### src/rtl/gf_poly_reducer_if.sv
// Handshake and data bundle for gf_poly_reducer.
// The producer side drives the product/modulus and accepts the remainder;
// the reducer side uses the slave modport.
interface gf_poly_reducer_if #(
  parameter int unsigned DATA_WIDTH = 32
);
  logic                    in_valid;
  logic                    in_ready;
  logic [2*DATA_WIDTH-1:0] prod_in;
  logic [DATA_WIDTH-1:0]   poly;
  logic                    out_valid;
  logic                    out_ready;
  logic [DATA_WIDTH-1:0]   rem_out;
  logic                    busy;

  modport master (
    output in_valid, prod_in, poly, out_ready,
    input  in_ready, out_valid, rem_out, busy
  );

  modport slave (
    input  in_valid, prod_in, poly, out_ready,
    output in_ready, out_valid, rem_out, busy
  );
endinterface

### src/rtl/gf_poly_reducer.sv
// Iterative GF(2^W) reduction of a 2W-bit carry-less product modulo
// x^W + poly, STEPS_PER_CYCLE bit positions per clock, valid/ready on both
// sides.
// Optional macro GF_REDUCE_EARLY_EXIT_EN: finish as soon as the upper half
// of the working register is already zero.
module gf_poly_reducer #(
  parameter int unsigned DATA_WIDTH      = 32,
  parameter int unsigned STEPS_PER_CYCLE = 1
) (
  input  logic             clk,
  input  logic             rst,
  gf_poly_reducer_if.slave bus
);

  localparam int unsigned W  = DATA_WIDTH;
  localparam int unsigned S  = STEPS_PER_CYCLE;
  localparam int unsigned RW = 2 * W;
  localparam int unsigned IW = $clog2(RW);

  generate
    if (S == 0 || (W % S) != 0) begin : g_bad_steps
      $error("STEPS_PER_CYCLE must be nonzero and divide DATA_WIDTH");
    end
  endgenerate

  typedef enum logic [1:0] {
    IDLE,
    REDUCE,
    DONE
  } state_t;

  state_t          state;
  logic [RW-1:0]   r;
  logic [RW-1:0]   r_next;
  logic [W:0]      m;
  logic [IW-1:0]   idx;
  logic [IW-1:0]   pos;
  logic            last_edge;
`ifdef GF_REDUCE_EARLY_EXIT_EN
  logic            upper_zero;

  assign upper_zero = ~|r[RW-1:W];
`endif

  // The final reducing edge is the one whose lowest processed position is W.
  assign last_edge = (idx == IW'(W + S - 1));

  // Chain S reduction steps from idx downward within one cycle.
  always_comb begin
    r_next = r;
    pos    = '0;
    for (int unsigned s = 0; s < S; s++) begin
      pos = idx - IW'(s);
      if (r_next[pos]) begin
        r_next = r_next ^ (RW'(m) << (pos - IW'(W)));
      end
    end
  end

  // Control FSM with registered handshake outputs and result register.
  always_ff @(posedge clk) begin
    if (rst) begin
      state         <= IDLE;
      bus.in_ready  <= 1'b1;
      bus.out_valid <= 1'b0;
      bus.busy      <= 1'b0;
      bus.rem_out   <= '0;
      r             <= '0;
      m             <= '0;
      idx           <= '0;
    end else begin
      case (state)
        IDLE: begin
          if (bus.in_valid) begin
            r            <= bus.prod_in;
            m            <= {1'b1, bus.poly};
            idx          <= IW'(RW - 1);
            state        <= REDUCE;
            bus.in_ready <= 1'b0;
            bus.busy     <= 1'b1;
          end
        end
        REDUCE: begin
`ifdef GF_REDUCE_EARLY_EXIT_EN
          if (upper_zero) begin
            state         <= DONE;
            bus.out_valid <= 1'b1;
            bus.rem_out   <= r[W-1:0];
          end else
`endif
          begin
            r   <= r_next;
            idx <= idx - IW'(S);
            if (last_edge) begin
              state         <= DONE;
              bus.out_valid <= 1'b1;
              bus.rem_out   <= r_next[W-1:0];
            end
          end
        end
        DONE: begin
          if (bus.out_ready) begin
            state         <= IDLE;
            bus.out_valid <= 1'b0;
            bus.busy      <= 1'b0;
            bus.in_ready  <= 1'b1;
          end
        end
        default: begin
          state         <= IDLE;
          bus.in_ready  <= 1'b1;
          bus.out_valid <= 1'b0;
          bus.busy      <= 1'b0;
        end
      endcase
    end
  end

endmodule

### src/flat_wrapper.sv
// flat-port wrapper written by rule: the top's interface ports become plain ports
module gf_poly_reducer_flat 
#(
  parameter int unsigned DATA_WIDTH      = 32,
  parameter int unsigned STEPS_PER_CYCLE = 1
)
  (clk, rst, bus_in_valid, bus_prod_in, bus_poly, bus_out_ready, bus_in_ready, bus_out_valid, bus_rem_out, bus_busy);
  gf_poly_reducer_if #(.DATA_WIDTH(DATA_WIDTH)) bus_i ();
  input  logic clk;
  input  logic rst;
  input wire logic [$bits(bus_i.in_valid)-1:0] bus_in_valid;
  input wire logic [$bits(bus_i.prod_in)-1:0] bus_prod_in;
  input wire logic [$bits(bus_i.poly)-1:0] bus_poly;
  input wire logic [$bits(bus_i.out_ready)-1:0] bus_out_ready;
  output wire logic [$bits(bus_i.in_ready)-1:0] bus_in_ready;
  output wire logic [$bits(bus_i.out_valid)-1:0] bus_out_valid;
  output wire logic [$bits(bus_i.rem_out)-1:0] bus_rem_out;
  output wire logic [$bits(bus_i.busy)-1:0] bus_busy;
  assign bus_i.in_valid = bus_in_valid;
  assign bus_i.prod_in = bus_prod_in;
  assign bus_i.poly = bus_poly;
  assign bus_i.out_ready = bus_out_ready;
  assign bus_in_ready = bus_i.in_ready;
  assign bus_out_valid = bus_i.out_valid;
  assign bus_rem_out = bus_i.rem_out;
  assign bus_busy = bus_i.busy;
  gf_poly_reducer #(.DATA_WIDTH(DATA_WIDTH), .STEPS_PER_CYCLE(STEPS_PER_CYCLE)) u_core (.clk(clk), .rst(rst), .bus(bus_i));
endmodule
### config.mk
export PLATFORM = sky130hd
export DESIGN_NAME = gf_poly_reducer_flat
export DESIGN_NICKNAME = d
export VERILOG_FILES = /design/src/rtl/gf_poly_reducer_if.sv /design/src/rtl/gf_poly_reducer.sv /design/src/flat_wrapper.sv
export SDC_FILE = /design/constraint.sdc
export NUM_CORES = 1
export LEC_CHECK = 0
export CAP_MARGIN = 20
export CORE_ASPECT_RATIO = 1.5
export CORE_UTILIZATION = 28
export CTS_CLUSTER_SIZE = 25
export DETAILED_ROUTE_END_ITERATION = 8
export PLACE_DENSITY = 0.45
export SETUP_SLACK_MARGIN = 0.05
export SLEW_MARGIN = 20
export SYNTH_ARGS = -nofsm -noshare
export SYNTH_HDL_FRONTEND = slang
export SYNTH_SLANG_ARGS = --single-unit
### constraint.sdc
create_clock -name clk -period 2.8 [get_ports clk]
set_input_delay 0.84 -clock clk [delete_from_list [all_inputs] [get_ports clk]]
set_output_delay 0.84 -clock clk [all_outputs]
set_load 0.01 [all_outputs]
==> impl_metrics.toml, run 1 <==
[final_layout]
postLayoutCellArea_sq_um = 14260
post-route-util_pct = 40.62
fin_nets = 1524
diodes = 0
syn2layout_area_growth_pct = 42.87
layout_commonest_cell = "buf_4"
mostFrequentLayoutCells = "buf_4 (181), nand2_1 (161), dfxtp_1 (137)"
stdcell_count = 1909
fillCellCount = 3655
layout-drive-gt1-share_pct = 28.62

[pwr]
leakage_nw = 5.244
power.density_nw_per_um2 = 536.5
p_comb_share_pct = 39.7
total_power_mw = 7.649
power.clock.fraction_pct = 30.1
p_switching_mw = 2.811
pwr-share-seq_pct = 30.1
sw_frac_of_total_pct = 36.75
p_int_mw = 4.838
irDropWorstVdd_mv = 0.3186

[critical_path]
reg2reg_from = "u_core.idx[1]"
critPathKind = "flop to flop"
worstPathRequired_ps = 3150
worst_ep_arrival_time_ps = 3100
critPathMaxFanout = 7
cp-start-kind = "flop"
endpoint_kind = "flop"
reg2reg_depth = 10
reg2reg_to = "u_core.r[48]"
r2r_slack_ps = 50

[logic_synthesis]
synth_edf_count = 0
synth_cell_types = 84
syn_area_sq_um = 9980
syn_inst = 1167
syn_avg_cell_area_sq_um = 8.551
synth_ff_type = "dfxtp_1"
synthesis.nets = 1268
ys_seq_area_share_pct = 28.08
async_flop_share_pct = 0
yosys_warnings = 0
ys_ff_latch = 140

[timing]
tightest_slew_ps = 755.5
relSlewSlack_pct = 49.64
final_max_slew_viol_count = 0
period_minus_slack_ps = 2751
grt_setup_unrepaired = "true"
fin_skew_ps = 8.438
finalSetupTns_ps = 0
setup_viol = 0
timing.final.crit_share_pct = 98.27
hold-worst-slack_ps = 459.4
fin_ws_ps = 48.56
hold_viol = 0
max_freq_mhz = 363.4

[clock_tree]
cts_hold_buf = 0
root_buffer = "clkbuf_16"
clkTransAtPathRegs_ps = 70
numClockSinks = 140
clk_latency_ps = 460
h-tree-depth = 4
clk_path_buf_depth = 2
cts_tree = "yes"
cts_buffers = 17

[global_route]
grt_pass1_wl_mm = 64.07
grt_use_met2_pct = 42.13
grt-busiest-layer = "met2"
overflow = 0
grt_usage_pct = 23.83
met1_usage_pct = 27.34
grt_antenna_before_repair = 0
grt_use_met3_pct = 3.302
grt_max_degree = 67
grt_pass1_vias = 10100

[routing]
via_per_inst = 5.362
ant_nets = 0
drt_iter0_markers = 623
drc = 0
num_vias = 10237
dr.pass1.iters = 7
wl_per_cell_microns = 22.67
wirelength_mm = 43.27

[placement]
dp_cells = 1843
place.detailed.hpwl_mm = 32.44
io_buffer_count = 134
dp_slack_ps = -400.0
gp_congestion = 0.9622
placed_area_sq_um = 12860

[floorplan]
io_pins = 135
die_h_microns = 233.2
core.rowCount = 84
start_util_pct = 28.43
die_area_sq_um = 36420
fp.dieW_microns = 156.1
core_sq_um = 35100

[worst_hold_path]
holdCritPathClass = "flop to flop"
min_delay_path_depth = 2
whs_endpoint = "u_core.bus.busy"
worstHoldStart = "u_core.bus.busy"

[run_status]
status = "finished clean"

[run]
maxCapViolCount = 0
[per-layer routing]
layer,up-vias,share of wire [%]
li1,4921,-
met1,4949,40
met2,283,51
met3,84,3.9
met4,0,5.5
met5,-,0
[cell type report]
type	instances	area [sq um]	area share, %
Clock buffer	17	425.4	2.984
Clock inverter	15	153.9	1.079
Inverter	11	46.29	0.3247
Multi-Input combinational cell	906	6963	48.84
Sequential cell	140	2814	19.74
Tap cell	473	591.8	4.151
Timing Repair Buffer	347	3263	22.89
[power by group through the flow]
stage               registers [mW]  logic [mW]  clock network (mW)
floorplan                     2.28        1.48                   0
global placement              2.36        2.65                   0
detailed placement            2.36        2.64                   0
CTS                           2.32        2.72                2.37
global route                  2.33        3.22                2.43
finish                        2.30        3.04                2.31
[flip-flops by register name, summed over array words and instances, names as in the netlist]
name / cells
u_core.state: 2
u_core.bus.out_valid: 1
u_core.bus.rem_out: 32
u_core.idx: 6
u_core.m: 33
u_core.r: 64
u_core.bus.busy: 1
u_core.bus.in_ready: 1
[critical path, cell delays in order, from the launching register on]
cell and delay, ps:
dfxtp_4 370, buf_6 130, clkbuf_16 160, mux4_2 540, buf_4 170, mux4_2 500
a21oi_2 190, a31oi_1 140, a21oi_1 200, o21bai_1 80, and3_1 160
[cell usage after synthesis (all sizes together), types with 7 or more instances]
library cell / count / area [sq um]
inv: 9 / 33.79
mux2i: 42 / 424.2
o32ai: 13 / 113.9
o22ai: 23 / 143.9
nor2: 117 / 444.2
nor2b: 7 / 43.79
nor4: 15 / 93.84
o31ai: 7 / 52.55
xnor2: 26 / 227.7
o221ai: 13 / 120.1
clkbuf: 65 / 244.0
a21o: 14 / 105.1
o21ai: 32 / 160.2
dfxtp: 140 / 2803
a21oi: 107 / 539.3
mux2: 23 / 259.0
and3: 19 / 118.9
mux4: 58 / 1381
nand2b: 14 / 87.58
nand3: 14 / 70.07
a22oi: 26 / 200.2
a211oi: 39 / 297.8
a31oi: 14 / 93.84
nand2: 164 / 615.6
buf: 46 / 317.8
nor3: 22 / 120.1
[repair_timing]
item                                    CTS  global route
pin swaps                                 0            24
buffers inserted                          6            25
gates resized for setup                  22            88
endpoints found under the setup margin   75            55
gates cloned                              1             3
[cell families (layout without fill, tap and decap cells)]
group | Yosys count | after routing | share of synthesized area, %
simple gates | 400 | 401 | 17.98
compound gates | 349 | 349 | 24.26
flops | 140 | 140 | 28.08
mux | 123 | 123 | 20.69
buf+inv | 122 | 390 | 6.056
xor+xnor | 32 | 32 | 2.808
fa+ha+maj | 1 | 1 | 0.1254
[how the worst max path moves through the flow]
stage / from / end
floorplan: u_core.idx[1] / u_core.r[32]
global placement: u_core.idx[0] / u_core.r[28]
detailed placement: u_core.idx[0] / u_core.r[28]
CTS: u_core.idx[0] / u_core.r[52]
global route: u_core.idx[1] / u_core.r[48]
finish: u_core.idx[1] / u_core.r[48]
Note: power is estimated with default switching activity, not from simulation.
==> inputs of run 2 (changes only) <==
--- a/constraint.sdc
+++ b/constraint.sdc
@@ -3,2 +3,2 @@
 set_output_delay 0.84 -clock clk [all_outputs]
-set_load 0.01 [all_outputs]
+set_load 0.1 [all_outputs]
==> run 2 against run 1 <==
Compared with the run above:
- hold slack worse by 0.89 ps
- combinational power about the same
- first-iteration DRC count down 20%
- sequential cell count unchanged
- fmax up 0.52%
- highest routed layer unchanged
==> impl_metrics.toml, run 2 (synthesized netlist as in run 1, its figures left out) <==
[final_layout]
top_register = "u_core.r"
layout_commonest_cell = "buf_4"
diodes = 0
postLayoutCellArea_sq_um = 13900
fin_nets = 1504
top_regs = "u_core.r: 64 flops, u_core.m: 33 flops, u_core.bus.rem_out: 32 flops"
stdcell_count = 1889
largest_register_ffs = 64
fillCellCount = 3705
syn2layout_area_growth_pct = 39.27
post-route-util_pct = 39.59
mostFrequentLayoutCells = "buf_4 (208), nand2_1 (160), dfxtp_1 (137)"
layout-drive-gt1-share_pct = 29.45

[timing]
final_max_slew_viol_count = 0
max_freq_mhz = 365.3
grt_setup_unrepaired = "true"
tightest_slew_ps = 563.9
hold_viol = 0
timing.final.crit_share_pct = 97.76
period_minus_slack_ps = 2737
finalSetupTns_ps = 0
relSlewSlack_pct = 62.31
setup_viol = 0
fin_skew_ps = 13.30

[floorplan]
fp.dieW_microns = 156.1
start_util_pct = 28.43
core.rowCount = 84
core_sq_um = 35100
io_pins = 135
die_area_sq_um = 36420
die_h_microns = 233.2

[placement]
dp_cells = 1841
io_buffer_count = 134
gp_congestion = 0.9576
placed_area_sq_um = 12780
place.detailed.hpwl_mm = 32.92

[clock_tree]
cts_buffers = 17
clk_latency_ps = 460
h-tree-depth = 4
cts_tree = "yes"
numClockSinks = 140
clkTransAtPathRegs_ps = 60
root_buffer = "clkbuf_16"
cts_hold_buf = 0
clk_path_buf_depth = 2

[pwr]
leakage_nw = 5.171
total_power_mw = 7.670
irDropWorstVdd_mv = 0.3536
power.density_nw_per_um2 = 551.8

[global_route]
grt_usage_pct = 23.95
grt_max_degree = 61
grt_pass1_vias = 9887
grt_pass1_wl_mm = 63.91
overflow = 0
grt_antenna_before_repair = 0

[critical_path]
crit_chain = "buf_12, mux4_2, mux2_4, mux4_2, a22o_4, nand4_1, o31a_1, o221ai_2"
worstPathRequired_ps = 3120
worst_ep_arrival_time_ps = 3050
cp_common_cell = "mux4_2"
cpMaxStageDelayCell = "mux4_2"
critPathMaxStageDelay_ps = 570
cp-start-kind = "flop"
critPathMaxFanout = 21
endpoint_kind = "flop"
critPathKind = "flop to flop"

[routing]
dr.pass1.iters = 5
ant_nets = 0
drt_iter0_markers = 499
wirelength_mm = 43.01
drc = 0
via_per_inst = 5.375
wl_per_cell_microns = 22.77
num_vias = 10153

[worst_hold_path]
holdCritPathClass = "flop to flop"

[run_status]
status = "finished clean"

[run]
maxCapViolCount = 0
## run 2: cell types whose count changed in the layout (fill, tap and decap cells not counted), moves of 4 or more
cell	previous run	this run
clkdlybuf4s50_1	133	98
buf_4	181	208
buf_6	12	3
inv_6	6	2
## run 2: power breakdown
part | internal [mW] | total, mW | switching, mW
clock | 1.38 | 2.36 | 0.977
sequential | 2.13 | 2.30 | 0.167
combinational | 1.36 | 3.01 | 1.64
## run 2: area by class of cell
cell class              instances  area (sq um)  share of cell area, %
flip-flops and latches        140          2814                  20.25
multi-input cells             905          6897                  49.62
repair buffers                328          2952                  21.24
well taps                     473         591.8                  4.258
clock buffers                  20         466.7                  3.358
inverters                      11         42.54                 0.3061
clock inverters                12         135.1                 0.9723
## run 2: critical path: cells and delay by family (launching register included)
kind                   cells  cell delay [ps]
muxes                      3             1380
buffers and inverters      1              190
AOI/OAI and AO/OA          3              490
and+or+nand+nor            1               80
DFF                        1              430
## run 2: final timing paths
check / start / to / slack, ps / depth (start not counted)
setup / recovery: u_core.idx[2] / u_core.r[32] / 60 / 8
hold / removal: u_core.bus.busy / u_core.bus.busy / 460 / 2
setup reg to reg: u_core.idx[2] / u_core.r[32] / 60 / 8
hold reg to reg: u_core.bus.busy / u_core.bus.busy / 460 / 2
## run 2: routing by layer
metal  up-vias  track usage, %  share of wire (%)  wire, microns
met3        87           3.024                3.9           1684
met4         0           15.20                5.9           2521
met2       306           41.98                 51          21810
met5         -               0                  0              0
met1      4902           27.32                 40          16990
li1       4858               -                  -              -
## run 2: timing repair
item                       in CTS  in global routing
setup endpoints to repair      71                 48
setup buffers                   9                  6
resized for setup              34                 53
cloned                          0                  1
pin swaps                       2                 11
## run 2: per-stage QoR
stage | hold WS, ps | setup slack (ps)
after floorplan | 458.0 | 218.5
after global placement | 448.5 | -364.5
after detailed placement | 451.4 | -409.4
after CTS | 462.5 | 29.78
after global routing | 481.7 | 5.063
final | 458.5 | 62.81
